===== config.mk =====
export PLATFORM = sky130hd
export DESIGN_NAME = reg_alu_seq
export DESIGN_NICKNAME = d
export VERILOG_FILES = /design/src/rtl/reg_alu_seq.sv
export SDC_FILE = /design/constraint.sdc
export NUM_CORES = 1
export LEC_CHECK = 0
export ABC_AREA = 1
export CAP_MARGIN = 20
export CELL_PAD_IN_SITES_DETAIL_PLACEMENT = 0
export CELL_PAD_IN_SITES_GLOBAL_PLACEMENT = 1
export CORE_MARGIN = 2
export CORE_UTILIZATION = 35
export DETAILED_ROUTE_END_ITERATION = 7
export PLACE_DENSITY = 0.88
export REMOVE_ABC_BUFFERS = 1
export SYNTH_ARGS = -nofsm -noshare
export SYNTH_HDL_FRONTEND = slang
export SYNTH_SLANG_ARGS = --single-unit

===== constraint.sdc =====
create_clock -name clk -period 3.91 [get_ports clk]
set_clock_uncertainty 0.05 [all_clocks]
set_input_delay 0.9775 -clock clk [delete_from_list [all_inputs] [get_ports clk]]
set_output_delay 0.9775 -clock clk [all_outputs]
set_load 0.005 [all_outputs]

===== src/rtl/reg_alu_seq.sv =====
`default_nettype none
// ============================================================================
// Module   : reg_alu_seq
// Purpose  : Micro-instruction sequencer driving the 8x16 reg_alu datapath.
// Revision : 1.0 - initial release
// ============================================================================
module reg_alu_seq (
   input  logic        clk,
   input  logic        reset,
   input  logic        instr_valid,
   output logic        instr_ready,
   input  logic [15:0] instr,
   input  logic [15:0] imm_in,
   output logic        s,
   output logic        wr,
   output logic [1:0]  operation,
   output logic [2:0]  rd_addr_a,
   output logic [2:0]  rd_addr_b,
   output logic [2:0]  wr_addr,
   output logic [15:0] d_in,
   input  logic        cout,
   output logic        carry,
   output logic        busy,
   output logic        done
);

   localparam logic [1:0] c_OP_NOP  = 2'b00;
   localparam logic [1:0] c_OP_LOAD = 2'b01;
   localparam logic [1:0] c_OP_REP  = 2'b11;

   typedef enum logic [2:0] {
      ST_IDLE = 3'd0,
      ST_NOPS = 3'd1,
      ST_LOAD = 3'd2,
      ST_EXEC = 3'd3,
      ST_WB   = 3'd4
   } state_t;

   state_t      r_state;
   logic [13:3] r_instr;
   logic [2:0]  r_cnt;

   logic [1:0]  w_opcode;
   logic [1:0]  w_op;
   logic [2:0]  w_wa;
   logic [2:0]  w_ra;
   logic [2:0]  w_rb;
   logic [2:0]  w_n;

   assign w_opcode = instr[15:14];
   assign w_op     = instr[13:12];
   assign w_wa     = instr[11:9];
   assign w_ra     = instr[8:6];
   assign w_rb     = instr[5:3];
   assign w_n      = instr[2:0];

   // All control pins are registered so the datapath sees glitch-free controls.
   always_ff @(posedge clk or negedge reset) begin
      if (!reset) begin
         r_state     <= ST_IDLE;
         r_instr     <= '0;
         r_cnt       <= '0;
         instr_ready <= 1'b1;
         busy        <= 1'b0;
         done        <= 1'b0;
         wr          <= 1'b0;
         s           <= 1'b0;
         carry       <= 1'b0;
         operation   <= '0;
         rd_addr_a   <= '0;
         rd_addr_b   <= '0;
         wr_addr     <= '0;
         d_in        <= '0;
      end else begin
         case (r_state)
            ST_IDLE: begin
               if (instr_valid && instr_ready) begin
                  r_instr     <= instr[13:3];
                  d_in        <= imm_in;
                  r_cnt       <= (w_opcode == c_OP_REP) ? w_n : 3'd0;
                  instr_ready <= 1'b0;
                  busy        <= 1'b1;
                  case (w_opcode)
                     c_OP_NOP: begin
                        r_state <= ST_NOPS;
                        done    <= 1'b1;
                     end
                     c_OP_LOAD: begin
                        r_state <= ST_LOAD;
                        wr      <= 1'b1;
                        s       <= 1'b1;
                        wr_addr <= w_wa;
                        done    <= 1'b1;
                     end
                     default: begin
                        r_state   <= ST_EXEC;
                        s         <= 1'b0;
                        operation <= w_op;
                        rd_addr_a <= w_ra;
                        rd_addr_b <= w_rb;
                     end
                  endcase
               end
            end
            ST_NOPS, ST_LOAD: begin
               r_state     <= ST_IDLE;
               wr          <= 1'b0;
               s           <= 1'b0;
               done        <= 1'b0;
               busy        <= 1'b0;
               instr_ready <= 1'b1;
            end
            ST_EXEC: begin
               r_state <= ST_WB;
               wr      <= 1'b1;
               wr_addr <= r_instr[11:9];
               done    <= (r_cnt == 3'd0);
            end
            ST_WB: begin
               carry <= cout;
               wr    <= 1'b0;
               done  <= 1'b0;
               if (r_cnt != 3'd0) begin
                  // Next iteration re-reads the register just written back.
                  r_cnt     <= r_cnt - 3'd1;
                  r_state   <= ST_EXEC;
                  operation <= r_instr[13:12];
                  rd_addr_a <= r_instr[8:6];
                  rd_addr_b <= r_instr[5:3];
               end else begin
                  r_state     <= ST_IDLE;
                  busy        <= 1'b0;
                  instr_ready <= 1'b1;
               end
            end
            default: begin
               r_state     <= ST_IDLE;
               wr          <= 1'b0;
               s           <= 1'b0;
               done        <= 1'b0;
               busy        <= 1'b0;
               instr_ready <= 1'b1;
            end
         endcase
      end
   end

endmodule
`default_nettype wire


==> flow_summary_export.csv, run 1 <==
group,metric,value,unit
status,status,"complete, but fails checks",
status,violations,"DRC",
critical_path,cp.required,2.88,ns
detailed_routing,vias,1976,
critical_path,r2r-start,"r_state[1]",
critical_path,reg2reg_depth,5,
detailed_routing,detail-route-antenna-nets,0,
critical_path,cp-end-kind,"output port",
critical_path,path_buf_inv,1,
power,power_density,746,mW/mm^2
clock_tree,post-cts-setup-buffers,0,
power,switching_share,0.353,
placed_design,dpl.hpwl,3700,um
placed_design,place_area,0.00306,sq mm
detailed_routing,dr.pass1.iters,6,
logic_synthesis,syn-cell-area,0.00234,sq mm
power,power.switching,0.843,mW
grt,grt_use_total,0.151,
sta,worst_hold_slack,0.424,ns
sta,finalMaxSlewViolations,0,
sta,finalHoldViolCount,0,
logic_synthesis,netlist.area_leader.share,0.525,
detailed_routing,drc_errors,3,
placed_design,dp_cells,423,
detailed_routing,vias_per_cell,4.58,
power,total_power,2.39,mW
clock_tree,cts_resized,0,
logic_synthesis,synth-seq-cells,50,
clock_tree,cts_buffers,5,
die,die-area,0.00735,sq mm
power,clockPowerShare,0.185,
logic_synthesis,ys_types,25,
logic_synthesis,syn_inst,283,
sta,fin_crit_sh,0.624,
critical_path,r2r_setup_slack,2.30,ns
logic_synthesis,synth_edf_count,0,
layout,drive_above_1_share,0.0763,
die,core_area,0.00642,sq mm
die,rows,29,
logic_synthesis,netlist_top_cells_count,"nand2_1 (162), dfrtp_1 (49), inv_1 (15)",
power,seqPwrFrac,0.383,
power,p_leak,1.65,nW
detailed_routing,drt-initial-drc-count,113,
logic_synthesis,async_reset_ff_frac,1.00,
logic_synthesis,yosys.area.top_type,"dfrtp_1",
logic_synthesis,synth_ff_type,"dfrtp_1",
clock_tree,path_clk_slew,0.09,ns
sta,min_period,2.44,ns
layout,fin_nets,391,
die,die_h,85.7,um
clock_tree,cts_hold_buffers,0,
placed_design,gp_congestion,0.777,
worst_hold_path,holdPathStages,2,
logic_synthesis,avgSynthCellArea,8.26,sq um
grt,grt_pass1_wl,8850,um
layout,post-route-util,0.499,
detailed_routing,finalWirelength,5180,um
clock_tree,clock_latency,0.30,ns
clock_tree,cts_sinks,50,
sta,layout_setup_ws,1.47,ns
layout,num_antenna_cells,0,
critical_path,critPathSlowestCell,"dfstp_2",
layout,design_area,0.00320,sq mm
critical_path,slowest_delay,0.60,ns
sta,rsz0062_at_grt,"no",
clock_tree,cts_root_buf,"clkbuf_8",
logic_synthesis,yosysMostFrequentCell,"nand2_1",
critical_path,crit_path_start_kind,"flop",
sta,max_slew_margin,0.494,
logic_synthesis,yosys-top-cells-area,"dfrtp_1 (52%), nand2_1 (26%), inv_1 (2.4%), nand3_1 (2.1%), buf_6 (1.9%)",
clock_tree,cts_tree,"done",
worst_hold_path,holdPathEnd,"d_in[5]",
sta,tns,0,ns
die,die_x,85.7,um
sta,max_freq,410,MHz
critical_path,critPathKind,"reg -> out",
grt,grt_pass1_vias,1950,
logic_synthesis,yosysSeqAreaShare,0.536,
detailed_routing,wire_per_inst,12.0,um
layout,syn2layout_area_growth,37.1,%
critical_path,path_cells,"clkdlybuf4s50_1",
power,p_int,1.55,mW
clock_tree,htreeDepth,2,
placed_design,dpl_worst_slack,1.37,ns
grt,grt_max_degree,34,
sta,worstMarginPinSlew,0.759,ns
placed_design,io_buffers,68,
sta,final-setup-viol-count,0,
power,ir_drop,378,uV
worst_hold_path,hp-class,"reg -> reg",
grt,gr-total-overflow,0,
die,top_level_ports,69,
critical_path,reg2reg_to,"r_cnt[2]",
critical_path,crit_arrival,1.41,ns
layout,instances_no_fill,431,
power,combPwrFrac,0.432,
logic_synthesis,ys_warn_count,0,
die,start_util,0.364,
worst_hold_path,hp-start,"d_in[5]",
critical_path,critPathMaxFanout,4,
critical_path,path_delay_family,"flip-flops",
grt,grt_antenna_before_repair,0,
clock_tree,clock_path_buffers,2,
job,maxCapViolCount,0,
-- power by group through the flow --
stage	sequential (mW)	combinational [mW]	clock [mW]
2_1_floorplan	0.918	0.536	0
3_3_place_gp	0.924	1.03	0
3_5_place_dp	0.924	1.05	0
4_1_cts	0.920	1.05	0.454
5_1_grt	0.949	1.17	0.475
6_report	0.916	1.03	0.441
-- metal layers --
| layer | vias up | GRT usage | part of all wire |
|---|---|---|---|
| met5 | - | 0 | 0 |
| met4 | 0 | 0.0390 | 0.0058 |
| met3 | 5 | 0.0597 | 0.092 |
| met2 | 61 | 0.249 | 0.45 |
| met1 | 901 | 0.185 | 0.45 |
| li1 | 1009 | - | - |
-- cells by family (layout without fill, tap and decap cells) --
group           Yosys count  after routing  synth area share
fa+ha+maj                 2              2            0.0107
compound gates           15             15            0.0418
simple gates            192            192             0.357
buf+inv                  23             94            0.0509
flops                    50             50             0.536
xor+xnor                  1              1           0.00375
-- worst reg2reg max path, cell delays in order, from the launching register on --
cell,delay [ns]
dfrtp_1,0.48
nor2_8,0.26
nand4_4,0.38
nand2_1,0.26
nand2_1,0.07
nand2_1,0.06
-- worst max path at each step --
| stage | startpoint | end | slack (ns) | cells after the start |
|---|---|---|---|---|
| final | instr_ready | instr_ready | 1.47 | 1 |
| after global placement | instr_valid | operation[0] | 1.41 | 6 |
| after global routing | instr_ready | instr_ready | 1.44 | 1 |
| after CTS | instr_ready | instr_ready | 1.46 | 1 |
| after floorplan | instr_valid | operation[0] | 2.17 | 5 |
| after detailed placement | instr_valid | operation[0] | 1.37 | 6 |
-- state kept, by name, indices dropped and copies added (netlist names) --
register / flops
wr: 1
operation: 2
carry: 1
r_instr: 11
d_in: 16
s: 1
rd_addr_a: 3
busy: 1
r_state: 3
r_cnt: 3
done: 1
rd_addr_b: 3
wr_addr: 3
instr_ready: 1
-- final cells by class --
type	instances	area (sq um)
fillers	637	3220
well taps	77	96.3
inverters	17	63.8
repair buffers	69	683
clock inverters	2	60.1
multi-input cells	210	966
flip-flops and latches	50	1250
clock buffers	6	82.6
-- layout by cell type, fill, tap and decap left out, drive strengths merged --
master         Yosys  final
nand2            166    166
clkdlybuf4s50      0     67
dfrtp             49     49
inv               17     17
nand3             12     12
o21ai             11     11
nor2               9      9
clkbuf             0      6
nand4              4      4
ha                 2      2
bufinv             0      2
buf                6      2
a21oi              1      1
a21boi             1      1
o21bai             1      1
o211ai             1      1
nand3b             1      1
xor2               1      1
dfstp              1      1
Note: power is estimated with default switching activity, not from simulation.
==> inputs of run 2 (changes only) <==
CORE_UTILIZATION = 31   (was 35)
PLACE_DENSITY = 0.83   (was 0.88)
clock period = 2.1 ns   (was 3.91 ns; I/O delays follow)
==> run 2 against run 1 <==
  * Sequential cell count unchanged
  * Critical endpoint unchanged
  * Highest routed layer unchanged
  * Register-to-register slack worse by 1.7 ns
  * Global-route usage down 1.2 points
  * Critical path depth unchanged
  * Via count up 0.96%
  * Sequential share of layout area down 0.68 points
  * The run now ends clean
==> flow_summary_export.csv, run 2 (synthesized netlist as in run 1, its figures left out) <==
group,metric,value,unit
status,status,"finished clean",
clock_tree,cts_hold_buffers,0,
grt,grt_use_total,0.139,
clock_tree,cts_buffers,5,
detailed_routing,vias_per_cell,4.37,
critical_path,r2r_setup_slack,0.58,ns
sta,worst_hold_slack,0.137,ns
critical_path,critPathSlowestCell,"dfstp_2",
critical_path,r2r-start,"r_state[1]",
die,top_level_ports,69,
clock_tree,htreeDepth,2,
sta,rsz0062_at_grt,"no",
worst_hold_path,hp-class,"in -> async",
critical_path,path_depth,1,
critical_path,path_buf_inv,1,
sta,max_freq,505,MHz
detailed_routing,finalWirelength,5410,um
clock_tree,cts_sinks,50,
critical_path,reg2reg_depth,5,
critical_path,cp.required,1.52,ns
critical_path,reg2reg_to,"d_in[10]",
power,ir_drop,490,uV
detailed_routing,vias,1995,
power,power_density,1320,mW/mm^2
critical_path,path_cells,"clkdlybuf4s50_1",
detailed_routing,detail-route-antenna-nets,0,
sta,min_period,1.98,ns
placed_design,io_buffers,68,
layout,design_area,0.00326,sq mm
die,die-area,0.00825,sq mm
placed_design,gp_congestion,0.805,
critical_path,cp-end-kind,"output port",
placed_design,dpl.hpwl,4020,um
detailed_routing,drt-initial-drc-count,104,
placed_design,place_area,0.00317,sq mm
clock_tree,cts_root_buf,"clkbuf_8",
clock_tree,clock_latency,0.30,ns
layout,largest_register,"d_in",
layout,largest_reg_flops,16,
sta,max_slew_margin,0.650,
layout,post-route-util,0.447,
grt,grt_max_degree,31,
sta,worstMarginPinSlew,0.525,ns
critical_path,slowest_delay,0.59,ns
detailed_routing,wire_per_inst,11.8,um
layout,fin_nets,395,
detailed_routing,top_layer_used,"met4",
layout,final_cell_mix,"nand2_1 (162), clkdlybuf4s50_1 (67), dfrtp_1 (49)",
clock_tree,clock_path_buffers,2,
die,start_util,0.321,
grt,grt_pass1_wl,9320,um
critical_path,path_delay_family,"flip-flops",
clock_tree,cts_tree,"done",
die,core_area,0.00729,sq mm
layout,num_antenna_cells,0,
sta,tns,0,ns
die,rows,31,
detailed_routing,drc_errors,0,
clock_tree,post-cts-setup-buffers,0,
critical_path,critPathMaxFanout,4,
critical_path,crit_arrival,1.41,ns
detailed_routing,drt-met1-wl,2540,um
layout,fillers,761,
clock_tree,cts_resized,0,
grt,grt_pass1_vias,2027,
grt,gr-total-overflow,0,
critical_path,critPathKind,"reg -> out",
sta,final-setup-viol-count,0,
power,p_leak,1.66,nW
die,die_h,90.8,um
die,die_x,90.8,um
layout,reg_top3,"d_in: 16 flops, r_instr: 11 flops",
layout,syn2layout_area_growth,39.5,%
detailed_routing,dr.pass1.iters,4,
detailed_routing,dr_wl_met2,2470,um
layout,drive_above_1_share,0.0838,
critical_path,crit_path_start_kind,"flop",
sta,finalHoldViolCount,0,
detailed_routing,wl_met3,316,um
sta,fin_crit_sh,0.943,
job,maxCapViolCount,0,
grt,grt_antenna_before_repair,0,
sta,finalMaxSlewViolations,0,
clock_tree,path_clk_slew,0.09,ns
layout,final_common_cell,"nand2_1",
run 2: per-stage QoR:
stage | cells | worst slack [ns] | power [mW]
after CTS | 457 | 0.102 | 4.37
after global routing | 457 | 0.0775 | 4.70
after global placement | 449 | 0.0970 | 3.73
after floorplan | 277 | 0.745 | 2.71
final | 457 | 0.119 | 4.30
after detailed placement | 449 | 0.0836 | 3.78
run 2: worst max-delay path by stage:
stage	startpoint	endpoint	slack, ns
after floorplan	instr_ready	operation[0]	0.75
after global placement	instr_valid	operation[0]	0.1
after detailed placement	instr_valid	operation[0]	0.08
after CTS	instr_ready	instr_ready	0.10
after global routing	instr_ready	instr_ready	0.08
final	instr_ready	instr_ready	0.12
run 2: layout make-up:
cell class	count	area (sq um)	share of cell area
repair buffers	73	763	0.234
clock buffers	7	86.3	0.0265
clock inverters	1	5.00	0.00153
flip-flops and latches	50	1250	0.384
multi-input cells	210	966	0.296
well taps	99	124	0.0380
inverters	17	63.8	0.0196
run 2: report_power, final:
| part | leakage, nW | internal [mW] | switching, mW |
|---|---|---|---|
| registers | 0.626 | 1.42 | 0.291 |
| clock network | 0.0482 | 0.266 | 0.307 |
| logic | 0.984 | 1.03 | 0.981 |
| total | 1.66 | 2.72 | 1.58 |
run 2: per-layer routing:
metal  vias to the layer above  track usage
li1                       1021            -
met3                         8       0.0409
met1                       908        0.177
met5                         -            0
met4                         0       0.0442
met2                        58        0.227
==> inputs of run 3 (changes only) <==
CORE_UTILIZATION = 25   (was 31)
GPL_ROUTABILITY_DRIVEN = 0   (was unset)
PLACE_DENSITY = 0.71   (was 0.83)
==> run 3 against run 2 <==
  * Sequential share of layout area down 0.59 points
  * First-iteration DRC count down 4.8%
  * Worst setup slack worse by 0.018 ns
  * Via count down 0.75%
  * Maximum frequency down 0.89%
  * Clock power up 44%
  * Die area up 23%
  * Critical path depth unchanged
  * Combinational power about the same
  * Non-clock buffer count up 2
  * Critical path type unchanged
  * Largest cell class unchanged
==> flow_summary_export.csv, run 3 (synthesized netlist as in run 1, its figures left out) <==
group,metric,value,unit
status,status,"finished clean",
power,power_density,1370,mW/mm^2
critical_path,crit_arrival,1.42,ns
sta,worst_hold_slack,0.0906,ns
critical_path,path_buf_inv,1,
critical_path,path_delay_family,"flip-flops",
clock_tree,cts_tree,"done",
power,p_leak,1.68,nW
clock_tree,cts_root_buf,"clkbuf_8",
detailed_routing,drt-initial-drc-count,99,
clock_tree,cts_buffers,5,
layout,num_antenna_cells,0,
layout,design_area,0.00331,sq mm
critical_path,critPathSlowestCell,"dfstp_2",
critical_path,critPathMaxFanout,4,
clock_tree,cts_hold_buffers,0,
power,p_int,2.91,mW
die,die_h,101,um
grt,grt_pass1_vias,2000,
power,ir_drop,419,uV
critical_path,path_cells,"clkdlybuf4s50_1",
detailed_routing,wire_per_inst,11.9,um
power,switching_share,0.358,
grt,gr-total-overflow,0,
worst_hold_path,hp-class,"in -> async",
sta,finalMaxSlewViolations,0,
job,maxCapViolCount,0,
grt,grt_max_degree,34,
critical_path,cp-end-kind,"output port",
detailed_routing,drc_errors,0,
grt,grt-busiest-layer,"met2",
layout,fin_nets,397,
grt,grtUsageMet1,0.153,
die,die_x,101,um
critical_path,crit_path_start_kind,"flop",
grt,grt_antenna_before_repair,0,
sta,final-setup-viol-count,0,
detailed_routing,detail-route-antenna-nets,0,
sta,finalHoldViolCount,0,
layout,final_cell_mix,"nand2_1 (162), clkdlybuf4s50_1 (67), dfrtp_1 (49)",
die,top_level_ports,69,
clock_tree,path_clk_slew,0.10,ns
die,die-area,0.0101,sq mm
clock_tree,post-cts-setup-buffers,0,
sta,min_period,2.00,ns
clock_tree,clock_latency,0.31,ns
grt,grt_use_total,0.118,
layout,reg_top3,"d_in: 16 flops, r_instr: 11 flops",
power,power.switching,1.62,mW
layout,final_common_cell,"nand2_1",
grt,use_met3,0.0354,
layout,largest_reg_flops,16,
power,clockPowerShare,0.182,
sta,max_slew_margin,0.718,
critical_path,critPathKind,"reg -> out",
layout,largest_register,"d_in",
sta,max_freq,500,MHz
clock_tree,cts_sinks,50,
layout,instances_no_fill,471,
power,seqPwrFrac,0.377,
sta,fin_crit_sh,0.952,
critical_path,cp.required,1.52,ns
detailed_routing,vias_per_cell,4.20,
critical_path,slowest_delay,0.60,ns
layout,drive_above_1_share,0.0917,
grt,gr-usage-met2,0.191,
sta,worstMarginPinSlew,0.423,ns
die,core_area,0.00915,sq mm
grt,grt_pass1_wl,9520,um
die,start_util,0.255,
sta,tns,0,ns
clock_tree,cts_resized,0,
clock_tree,clock_path_buffers,2,
placed_design,io_buffers,68,
placed_design,place_area,0.00317,sq mm
detailed_routing,dr.pass1.iters,4,
detailed_routing,finalWirelength,5630,um
power,combPwrFrac,0.441,
layout,syn2layout_area_growth,41.7,%
detailed_routing,vias,1980,
clock_tree,htreeDepth,2,
placed_design,dpl.hpwl,4140,um
placed_design,dp_cells,463,
sta,rsz0062_at_grt,"no",
die,rows,35,
run 3: changes by cell type in the layout (fill, tap and decap cells not counted), sizes merged:
cell	change
clkbuf	-2
bufinv	+2
buf	+2
run 3: path summary, 6_finish.rpt:
| kind | start | depth (start not counted) | to | slack, ns |
|---|---|---|---|---|
| hold / removal | reset | 1 | carry | 0.09 |
| max in group asynchronous | reset | 2 | instr_ready | 1.33 |
| setup reg to reg | instr_ready | 6 | r_cnt[1] | 0.58 |
| setup / recovery | instr_ready | 1 | instr_ready | 0.10 |
| hold reg to reg | d_in[12] | 2 | d_in[12] | 0.43 |
| min in group clk | d_in[12] | 2 | d_in[12] | 0.43 |
run 3: stage by stage:
stage | setup WS, ns | total power [mW] | utilization
2_1_floorplan | 0.745 | 2.71 | -
3_3_place_gp | 0.135 | 3.73 | 0.347
3_5_place_dp | 0.127 | 3.76 | 0.347
4_1_cts | 0.0734 | 4.61 | 0.362
5_1_grt | 0.0614 | 4.93 | 0.362
6_report | 0.101 | 4.53 | 0.362
run 3: final cells by class:
type / count / area (sq um)
clock buffers: 5 / 68.8
clock inverters: 3 / 68.8
fillers: 962 / 5840
inverters: 17 / 63.8
multi-input cells: 210 / 966
flip-flops and latches: 50 / 1250
well taps: 111 / 139
repair buffers: 75 / 753
run 3: layer usage:
metal	vias up	wire (um)
met3	7	336
li1	1027	-
met1	896	2570
met4	0	89
met5	-	0
met2	50	2640
run 3: power by group through the flow:
stage | Sequential [mW] | Combinational, mW | Clock, mW
floorplan | 1.71 | 0.998 | 0
finish | 1.71 | 2.00 | 0.824
global route | 1.77 | 2.28 | 0.891
global placement | 1.73 | 2.00 | 0
detailed placement | 1.73 | 2.03 | 0
CTS | 1.72 | 2.03 | 0.856
==> RTL edit 1: new RTL, settings of run 1 <==
Reset style: synchronous (`reset`), changed in one clocked block.
--- a/src/rtl/reg_alu_seq.sv
+++ b/src/rtl/reg_alu_seq.sv
@@ -55,7 +55,7 @@
    assign w_n      = instr[2:0];
 
    // All control pins are registered so the datapath sees glitch-free controls.
-   always_ff @(posedge clk or negedge reset) begin
+   always_ff @(posedge clk) begin
       if (!reset) begin
          r_state     <= ST_IDLE;
          r_instr     <= '0;
Check against the original RTL: differs if reset is asserted again (counterexample within 4 cycles, from zero or initial values and one cycle with reset low); with reset held inactive, the same outputs for 10 cycles.
==> RTL edit 1 against run 1 <==
- final area shrank 6.1%
- maximum frequency down 7.0%
- via count increased by 2.9%
- critical path type is now input pin to flop
- register-to-register slack got worse by 280 ps
- highest routed layer unchanged
- global-route usage decreased by 0.55 points
- synthesized area fell by 6.7%
- setup slack worse by 180 ps
- critical endpoint is now rd_addr_a[2]
- sequential cell count is the same
- wire length shrank 4.0%
- core utilization is 0.65 points higher
Power is not compared: it rests on default switching activity, and its combinational part moved more than twofold at a synthesized area within 25%.
==> RTL edit 1: results (changes against run 1) <==
** Status
- The run finished with clean final reports.

** Layout
- Multi-input combinational cell count :: 209 (-0.48%)
- Area of combinational cells with multiple inputs :: 980.9 um2 (+1.6%)
- The final instance count without filler cells was 447 (+3.7%).
- The count of plain and timing-repair buffers in the layout was 70 (+1.4%).
- Layout area overhead :: 38.12%
- The final-stage net count came to 409 (+4.6%).
- The area share of buffers outside the clock network was 0.2311 (+0.01789).

** Worst setup path
- Slowest stage delay, CP :: 460 ps (-140 ps)
- Critical Path Slowest Stage Cell :: sky130_fd_sc_hd__clkdlybuf4s50_1
- The maximum fanout along the worst path was 18 (+14).
- Slack of the worst reg-to-reg path :: 2020 ps (-280 ps)
- End of the worst register-to-register path :: rd_addr_a[2]
- CP top delay family :: simple AND/OR/NAND/NOR gates
- The arrival time at the worst endpoint is 2800 ps (+1390 ps).

** Drt
- The detailed-route via count came to 2034 (+2.9%).
- Routed WL :: 4966 um (-4.0%)
- The length of the first detailed-routing pass in iterations came to 4 (-2).
- Amount of wire on met3 after detailed routing :: 317 um (-34%)

** Logic synthesis
- The count of cell types in the netlist came to 23 (-8.0%).
- Post-Syn Instances :: 308 (+8.8%)
- Sequential element share of the synthesized area :: 0.4592 (-0.07662)
- The fraction of registers with async set or reset after synthesis came to 0 (-1.000).

** Placed design
- The post-placement cell count was 439 (+3.8%).
- Instance area at placement :: 2905 um2 (-5.1%)

** Timing
- The worst slew margin relative to its limit was 0.5366 (+0.04258).
- The hold slack came to 400.5 ps (-23.14 ps).

** Global route
- The met3 routing resource usage after global routing came to 0.05070 (-0.008977).

** Min path
- The worst hold path terminates at r_instr[4].
[RTL edit 1: worst min-delay path, stage by stage, from the launching register on]
cell,delay (ps)
sky130_fd_sc_hd__dfxtp_1,310
sky130_fd_sc_hd__inv_1,50
sky130_fd_sc_hd__a21oi_1,50
[RTL edit 1: how the worst max path moves through the flow]
stage,from,endpoint,slack [ps]
after floorplan,instr_valid,operation[0],1550
after global placement,instr_valid,rd_addr_a[2],1050
after detailed placement,instr_valid,r_instr[7],970
after CTS,instr_valid,rd_addr_a[2],1290
after global routing,instr_valid,rd_addr_a[2],1110
final,instr_valid,rd_addr_a[2],1290
[RTL edit 1: cells by family after synthesis]
| logic type | Yosys count | synth area share |
|---|---|---|
| AND/OR/NAND/NOR | 149 | 0.3042 |
| AO/OA/AOI/OAI | 58 | 0.1343 |
| flip-flops | 50 | 0.4592 |
| buffers and inverters | 49 | 0.09071 |
| adder cells (fa/ha/maj) | 2 | 0.01148 |
==> RTL edit 2: new RTL, flow settings as in run 1 <==
Made on the original files. Re-encode `state_t` (5 states) as Gray code, 3 bits wide.
--- a/src/rtl/reg_alu_seq.sv
+++ b/src/rtl/reg_alu_seq.sv
@@ -29,11 +29,11 @@
    localparam logic [1:0] c_OP_REP  = 2'b11;
 
    typedef enum logic [2:0] {
-      ST_IDLE = 3'd0,
-      ST_NOPS = 3'd1,
-      ST_LOAD = 3'd2,
-      ST_EXEC = 3'd3,
-      ST_WB   = 3'd4
+      ST_IDLE = 3'b000,
+      ST_NOPS = 3'b001,
+      ST_LOAD = 3'b011,
+      ST_EXEC = 3'b010,
+      ST_WB   = 3'b110
    } state_t;
 
    state_t      r_state;
Behaviour: no difference found for any inputs over 10 cycles, from zero or initial values and one cycle with reset low; not proved beyond that.
==> RTL edit 2 against run 1 <==
- power is 3.9% lower
- synthesized cell count is 0.35% lower
- die area fell by 3.0%
- wire length grew 0.99%
- sequential power rose by 0.4%
- via count shrank 0.10%
- setup slack lost 160 ps
- synthesized area fell by 3.1%
- critical endpoint is now r_cnt[2]
- highest routed layer unchanged
- clock power fell by 16%
- hold slack better by 6.1 ps
- maximum frequency shrank 6.3%
- sequential share of layout area rose by 1.1 points
- largest cell class unchanged
- sequential cell count stayed put
- final area decreased by 2.7%
==> RTL edit 2: results (changes against run 1) <==
** Worst setup path
- Slowest stage delay, CP :: 460 ps (-140 ps)
- Following the worst setup path forward leads to its endpoint at r_cnt[2].
- The maximum fanout along the worst path is 13 (+9).
- The arrival time at the worst endpoint is 2740 ps (+1330 ps).
- Origin of the critical flop-to-flop path :: r_state[2]
- Worst R2R Path Depth :: 6 (+1)
- Critical Path Slowest Stage Cell :: sky130_fd_sc_hd__clkdlybuf4s50_1
- Critical Path Source :: instr_valid
- Slack of the worst reg-to-reg path :: 1570 ps (-730 ps)

** Power and ir drop
- Worst-case vdd ir drop :: 0.3538 mV (-6.4%)
- Static power due to leakage :: 1.603 nW (-2.6%)

** Placed design
- Final HPWL from detailed placement :: 3663 um (-0.97%)
- Instance area at placement :: 2984 um2 (-2.5%)
- The pre-CTS setup slack is 970.0 ps (-403.3 ps).
- The number of buffer cells added on primary ports came to 68 (unchanged).
- The routability-driven placement congestion ratio came to 0.8004 (+3.0%).
- The post-placement cell count is 418 (-1.2%).

** Logic synthesis
- Sorting the synthesized cells by how often they occur yields sky130_fd_sc_hd__nand2_1, sky130_fd_sc_hd__dfrtp_1, sky130_fd_sc_hd__nand3_1.
- Yosys attributes the largest share of cell area to sky130_fd_sc_hd__dfrtp_1, sky130_fd_sc_hd__nand2_1, sky130_fd_sc_hd__nand3_1.
- Sequential element share of the synthesized area :: 0.5530 (+0.01717)
- The mean cell area of the mapped netlist was 8.031 um2 (-2.8%).
- Main flop type after synthesis :: sky130_fd_sc_hd__dfrtp_1
- Number of different library cells in the post-synthesis netlist :: 21 (-16%)

** Clock network
- Buffer cell driving the clock tree root :: sky130_fd_sc_hd__clkbuf_8
- The H-tree depth is 2 (unchanged).
- The total CTS buffers was 5 (unchanged).
- At the later pin of the worst-skew pair, clock insertion delay measures 290 ps.

** Drt
- The final wirelength came to 5226 um (+0.99%).
- Via count :: 1974 (-0.10%)
- The length of the first detailed-routing pass in iterations is 4 (-2).
- Number of DRC markers after the initial detailed-route iteration :: 105 (-7.1%)
- Wire per inst :: 12.27 um (+2.2%)

** Global route
- The first-pass GRT wire length came to 9052 um (+2.3%).
- The total routing usage reported by global routing came to 0.1534 (+0.002737).
- The maximum number of pins on one net before global-route repair was 51 (+50%).

** Min path
- Type of the tightest min-delay check :: flop to flop

** Layout
- # nets final :: 387 (-1.0%)
- The count of inserted antenna diode cells is 0 (unchanged).
- Largest registers :: d_in: 16 flops, r_instr: 11 flops
- The share of layout cells above drive strength 1 came to 0.05731 (-0.01896).

** Timing
- Worst-case hold slack :: 429.7 ps (+6.091 ps)
- The worst-margin pin slew is 634.8 ps (-124.2 ps).
- The final setup slack of the worst path is 1307 ps (-163.7 ps).

** Status
- Status :: finished, final reports clean
==> RTL edit 2: worst max-delay path: cells and delay by family <==
| kind | cells | cell delay (ps) |
|---|---|---|
| simple gates | 5 | 1060 |
| buf+inv | 3 | 700 |
==> RTL edit 2: kinds of logic (layout without fill, tap and decap cells) <==
family	count (synthesis)	after routing	share of synthesized area
buffers and inverters	25	92	0.05138
xor gates and xnor gates	1	1	0.003868
DFF	50	50	0.5530
adders and majority gates	2	2	0.01105
AOI/OAI and AO/OA	7	7	0.01713
and+or+nand+nor	197	197	0.3635
==> RTL edit 2: layout make-up <==
| type | count | area [um2] |
|---|---|---|
| sequential | 50 | 1252 |
| clock inverter | 1 | 30.03 |
| inverter | 15 | 56.30 |
| fill | 653 | 3197 |
| clock buffer | 6 | 82.58 |
| timing repair buffer | 70 | 703.2 |
| tap | 77 | 96.34 |
| multi-input combinational | 207 | 895.9 |
==> RTL edit 2: routing by layer <==
layer	track usage	vias to the layer above	share of wire	routed length, um
met3	0.05015	2	0.076	399
li1	-	1005	-	-
met5	0	-	0	0
met1	0.2189	911	0.47	2475
met4	0.03175	0	0.00077	4
met2	0.2309	56	0.45	2348
==> RTL edit 2: where the power goes <==
| group | leakage [nW] | switching, mW | internal, mW | total [mW] |
|---|---|---|---|---|
| sequential | 0.627 | 0.164 | 0.757 | 0.920 |
| clock | 0.0573 | 0.165 | 0.205 | 0.370 |
| combinational | 0.919 | 0.510 | 0.495 | 1.00 |
==> RTL edit 2: worst min path at each step <==
stage,start,end,cells past startpoint
2_1_floorplan,r_instr[12],r_instr[12],2
3_3_place_gp,wr_addr[0],wr_addr[0],2
3_5_place_dp,wr_addr[0],wr_addr[0],2
4_1_cts,instr_ready,instr_ready,2
5_1_grt,instr_ready,instr_ready,2
6_report,wr_addr[0],wr_addr[0],2
